## src/rtl/tcb_dec.sv

```systemverilog
// TCB address decoder: routes one manager's transfers to one of PN subordinate ports
// and returns responses through a DLY-deep pipeline; unmapped addresses are answered locally with an error.
module tcb_dec #(
  parameter int unsigned AW  = 32,
  parameter int unsigned DW  = 32,
  parameter int unsigned BW  = DW/8,
  parameter int unsigned PN  = 2,
  parameter int unsigned DLY = 1,
  parameter logic [0:PN-1][AW-1:0] DAM = {PN{32'hF000_0000}},
  parameter logic [0:PN-1][AW-1:0] DAS = {32'h0000_0000, 32'h8000_0000}
) (
  input  logic                   clk_i,
  input  logic                   rst_ni,
  // manager side
  input  logic                   s_vld_i,
  input  logic                   s_wen_i,
  input  logic [AW-1:0]          s_adr_i,
  input  logic [BW-1:0]          s_ben_i,
  input  logic [DW-1:0]          s_wdt_i,
  output logic [DW-1:0]          s_rdt_o,
  output logic                   s_err_o,
  output logic                   s_rdy_o,
  // subordinate side: vld per port, request payload shared by all ports
  output logic [PN-1:0]          m_vld_o,
  output logic                   m_wen_o,
  output logic [AW-1:0]          m_adr_o,
  output logic [BW-1:0]          m_ben_o,
  output logic [DW-1:0]          m_wdt_o,
  input  logic [PN-1:0][DW-1:0]  m_rdt_i,
  input  logic [PN-1:0]          m_err_i,
  input  logic [PN-1:0]          m_rdy_i
);

  localparam int unsigned SW = (PN > 1) ? $clog2(PN) : 1;

  typedef struct packed {
    logic          ena;
    logic [SW-1:0] sel;
    logic          derr;
  } slot_t;

  logic [PN-1:0]    hit_s;
  logic [SW-1:0]    sel_s;
  logic             derr_s;
  logic             xfer_s;
  slot_t [DLY-1:0]  pipe_q;
  slot_t [DLY-1:0]  pipe_d;
  slot_t            last_s;

  // address decode, lowest matching port wins
  always_comb begin
    hit_s  = '0;
    sel_s  = '0;
    derr_s = 1'b1;
    for (int i = 0; i < PN; i++) begin
      hit_s[i] = ((s_adr_i & DAM[i]) == DAS[i]);
      sel_s    = (derr_s && hit_s[i]) ? SW'(i) : sel_s;
      derr_s   = (derr_s && hit_s[i]) ? 1'b0 : derr_s;
    end
  end

  // request routing and handshake
  always_comb begin
    for (int i = 0; i < PN; i++) begin
      m_vld_o[i] = s_vld_i & ~derr_s & (sel_s == SW'(i));
    end
    m_wen_o = s_wen_i;
    m_adr_o = s_adr_i;
    m_ben_o = s_ben_i;
    m_wdt_o = s_wdt_i;
    s_rdy_o = derr_s ? 1'b1 : m_rdy_i[sel_s];
    xfer_s  = s_vld_i & s_rdy_o;
  end

  // response pipeline next state: stage 0 captures the transfer, others shift
  always_comb begin
    pipe_d      = pipe_q;
    pipe_d[0]   = '{ena: xfer_s, sel: sel_s, derr: derr_s};
    for (int k = 1; k < DLY; k++) begin
      pipe_d[k] = pipe_q[k-1];
    end
  end

  // response pipeline registers
  always_ff @(posedge clk_i or negedge rst_ni) begin
    if (!rst_ni) begin
      pipe_q <= '0;
    end else begin
      pipe_q <= pipe_d;
    end
  end

  assign last_s = pipe_q[DLY-1];

  // response mux; an empty slot never looks at subordinate responses
  always_comb begin
    s_rdt_o = '0;
    s_err_o = 1'b0;
    case ({last_s.ena, last_s.derr})
      2'b10: begin
        s_rdt_o = m_rdt_i[last_s.sel];
        s_err_o = m_err_i[last_s.sel];
      end
      2'b11: begin
        s_rdt_o = '0;
        s_err_o = 1'b1;
      end
      default: begin
        s_rdt_o = '0;
        s_err_o = 1'b0;
      end
    endcase
  end

endmodule
```

## config.mk

```make
export PLATFORM = sky130hd
export DESIGN_NAME = tcb_dec
export DESIGN_NICKNAME = d
export VERILOG_FILES = /design/src/rtl/tcb_dec.sv
export SDC_FILE = /design/constraint.sdc
export NUM_CORES = 1
export LEC_CHECK = 0
export ABC_AREA = 1
export BUFFER_PORTS_ARGS = -buffer_cell sky130_fd_sc_hd__buf_2
export CAP_MARGIN = 5
export CORE_AREA = 8 8 89 91
export DETAILED_ROUTE_END_ITERATION = 8
export DIE_AREA = 0 0 97 99
export PLACE_DENSITY = 0.67
export SYNTH_ARGS = -nofsm -noshare
export SYNTH_HDL_FRONTEND = slang
export SYNTH_SLANG_ARGS = --single-unit
```

## constraint.sdc

```tcl
create_clock -name clk_i -period 1.05 [get_ports clk_i]
set_clock_uncertainty 0.05 [all_clocks]
set_input_delay 0.0525 -clock clk_i [delete_from_list [all_inputs] [get_ports clk_i]]
set_output_delay 0.0525 -clock clk_i [all_outputs]
set_load 0.005 [all_outputs]
```

**Word level (Yosys, flattened, before mapping)**

Cells that the tools add are included.

- Register bits after elaboration: 3
- Output and inout bits: 105
- Logic and storage cells: 28

- Order comparisons: 2
- Equality and inequality tests: 3
- Mux-type cells: 12
- Bitwise logic cells: 6
- Reductions and logical operators: 2

Operators by type and width:

| cell | count |
|---|---|
| $mux 32 | 3 |
| $logic_not 32->1 | 1 |
| $mux 1 | 8 |
| $and 1x1->1 | 4 |
| $eq 2x2->1 const B | 2 |
| $eq 4x4->1 const B | 1 |
| $lt 1x2->1 const B | 2 |
| $not 1->1 | 2 |
| $pmux 1 s2 | 1 |
| $logic_and 1x1->1 | 1 |

**Longest topological paths before layout**

- Depth after elaboration: 8
- Mapped depth: 5
- Mapped depth without buffers: 4

**Worst setup path before layout**

Ideal clock, no wire load.

- Kind: flip-flop to output port
- Start point: register pipe_q, in the netlist last_s[0]
- End point: output port s_rdt_o[10]
- Arrival time: 0.948 ns
- Data required time: 0.947 ns
- Path slack: -0.001 ns
- Stages on the path, launching flop included: 5
- Cells stage by stage: dfrtp_1 > or2_1 > buf_6 > buf_6 > a21oi_2

- Word-level cells in the longest chain between the ends: 2

RTL lines:

| item | RTL line | text |
|---|---|---|
| from (decl) | 46 | `slot_t [DLY-1:0] pipe_q;` |
| from (signal assigned) | 89 | `pipe_q <= pipe_d;` |
| $eq 2x2->1 | 99 | `case ({last_s.ena, last_s.derr})` |
| $mux 32 | 99 |  |
| to (decl) | 20 | `output logic [DW-1:0] s_rdt_o,` |

No other way between the ends.

**Worst setup path after layout**

- Start point: register pipe_q, in the netlist last_s[2]
- End point: output port s_rdt_o[10]

Same word-level chain as after synthesis.

==> run_results.csv <==
group,metric,value,unit
outcome,run_status,"finished, violations left",
outcome,violations,"negative setup slack",
clock_network,clockBufferDepth,2,
sta,hold_viol_final,0,
synth,synthFlopType,"dfrtp_1",
clock_network,cts_tree,"yes",
synth,ys.warnings.count,0,
clock_network,cts.sinks,3,
critical_path,required,0.95,ns
die,core-area,6569,µm²
synth,yosysMostFrequentCell,"buf_4",
critical_path,startpoint_type,"register",
placement,place_inst,321,
die,die_h,99,µm
synth,avgSynthCellArea,6.356,µm²
routing,wl,5.915,mm
synth,synth_commonest_cells,"69 x buf_4, 68 x nand2_1, 30 x a21oi_2",
synth,yosys.area.top_type,"buf_4",
critical_path,crit_arrival,1.31,ns
grt,grt_pass1_vias,1409,
clock_network,cts-root-buf,"clkbuf_8",
power,swShare,30.29,%
routing,via_count,1398,
sta,layout_setup_ws,-0.3598,ns
synth,synth_seq_area_share,5.877,%
clock_network,clk_pin_slew,0.03,ns
routing,drt_iter0_drc,36,
synth,yosys-top-cells-area,"buf_4 41%, a21oi_2 21%, nand2_1 20%",
sta,worstMarginPinSlew,0.1807,ns
synth,ys_ff_latch,3,
cells_and_area,diodes,0,
critical_path,cp_cell_sequence,"inv_2 -> or2_4 -> clkbuf_16 -> a21oi_2 -> buf_2",
critical_path,endpoint_kind,"primary output",
critical_path,crit_cells,5,
routing,drtAntennaViolNets,0,
cells_and_area,finish.utilization,25.39,%
clock_network,cts_inserted_buffers,3,
cells_and_area,fin_nets,393,
run,maxCapViolCount,0,
critical_path,cp_num_buf_inv,3,
power,leakagePower,0.9244,nW
synth,synth_nets,341,
sta,slew_violations,0,
grt,busiest_layer,"met2",
routing,post_drt_wl_per_cell,17.82,µm
routing,dr.pass1.iters,4,
critical_path,worst-setup-path-type,"reg2out",
sta,fin_crit_sh,134.3,%
grt,antenna_found_initial,0,
grt,grt_use_met1,9.406,%
cells_and_area,layout-drive-gt1-share,66.27,%
synth,netlist_instances,201,
power,combPwrFrac,45.3,%
routing,vias_per_cell,4.211,
die,die_w,97,µm
sta,rsz0062_at_grt,"yes",
power,power,0.8376,mW
worst_hold_path,hp-class,"in2out",
power,powerDensity,502.2,nW/µm²
sta,fin_crit,1.410,ns
sta,slew-limit-headroom,87.91,%
grt,overflow,0,
placement,place_congestion,0.7494,
grt,met3_usage,10.08,%
worst_hold_path,hold_depth,0,
power,seq_power_share,15.0,%
power,ir_drop,0.0002060,V
power,p_int,0.5839,mW
clock_network,htree_levels,1,
sta,setup_viol,33,
power,power_switching,0.2537,mW
critical_path,critPathTopFamily,"buffers and inverters",
routing,drc,0,
die,start_util,19.45,%
grt,grt_pass1_wl,8.349,mm
synth,synth-edff-count,0,
critical_path,max_stage_delay,0.32,ns
die,num_rows,30,
critical_path,cp_slowest_cell,"dfrtp_1",
grt,globalRouteMet2Util,16.61,%
cells_and_area,syn_to_final_growth,30.56,%
grt,grt_use_total,10.81,%
synth,synthDistinctLibCells,13,
critical_path,crit_path_max_fanout,8,
sta,hold_ws,0.05500,ns
die,die_area,9603,µm²
placement,dp_hpwl,4.633,mm
synth,syn_area,1277,µm²
placement,portBuffers,114,
cells_and_area,stdcell_count,332,
grt,grt_max_degree,30,
cells_and_area,largest_register_ffs,3,
sta,clock.fmax,709.3,MHz
synth,async_flop_share,100.0,%
die,ios,245,
power,clockPowerShare,39.7,%
synth,yosysTopAreaCellShare,40.55,%
-- power by group through the flow --
| stage | registers [mW] | clock network [mW] | logic [mW] |
|---|---|---|---|
| 2_1_floorplan | 0.124 | 0 | 0.344 |
| 3_3_place_gp | 0.126 | 0 | 0.324 |
| 3_5_place_dp | 0.126 | 0 | 0.330 |
| 4_1_cts | 0.125 | 0.345 | 0.362 |
| 5_1_grt | 0.126 | 0.362 | 0.420 |
| 6_report | 0.125 | 0.332 | 0.380 |
-- kinds of logic after synthesis --
family | share of synthesized area (%)
AO/OA/AOI/OAI | 22.53
buffers and inverters | 48.87
flip-flops | 5.876
AND/OR/NAND/NOR | 22.72
-- metrics by stage --
| step | worst slack, ns | instance area (µm²) | TNS [ns] |
|---|---|---|---|
| after floorplan | -0.0007920 | 1277 | -0.02376 |
| after global placement | -0.1817 | 1433 | -4.558 |
| after detailed placement | -0.2143 | 1433 | -5.546 |
| after CTS | -0.3647 | 1580 | -11.37 |
| after global routing | -0.4172 | 1668 | -13.04 |
| final | -0.3598 | 1668 | -11.06 |
-- worst paths after layout --
path / start / end / slack [ns]
worst max-delay path: last_s[2] / s_rdt_o[10] / -0.36
worst min-delay path: s_adr_i[12] / m_adr_o[12] / 0.06
max in group asynchronous: rst_ni / last_s[1] / 0.72
min in group asynchronous: rst_ni / last_s[2] / 0.11
-- metal layers --
layer	vias up	wire, µm	share of wire (%)
met5	-	0	0
met4	0	191	3.2
met3	22	1193	20
met2	131	2641	45
met1	587	1889	32
li1	658	-	-
-- placed cells by master (no fill, tap or decap), types with 3 or more instances in the layout --
cell         n
inv_1        5
clkbuf_8     3
nand2_1     67
buf_12       3
buf_4        4
clkbuf_16    3
nor2_1       5
buf_2      114
a21oi_2     31
-- timing repair --
action / CTS / global route
resized for setup: 9 / 5
gates cloned: 2 / 3
hold buffers: 1 / 0
pin swaps: 1 / 1
setup buffers: 1 / 0
setup endpoints to repair: 33 / 33
hold endpoints to repair: 3 / 0
-- cell type report --
cell class              instances  area (µm²)
multi-input cells             111       614.3
well taps                      80       100.1
repair buffers                127       800.8
clock buffers                   4       45.04
flip-flops and latches          3       76.32
inverters                       7       31.28
fillers                       720        4901
No activity file was read; power rests on OpenSTA's default activity.
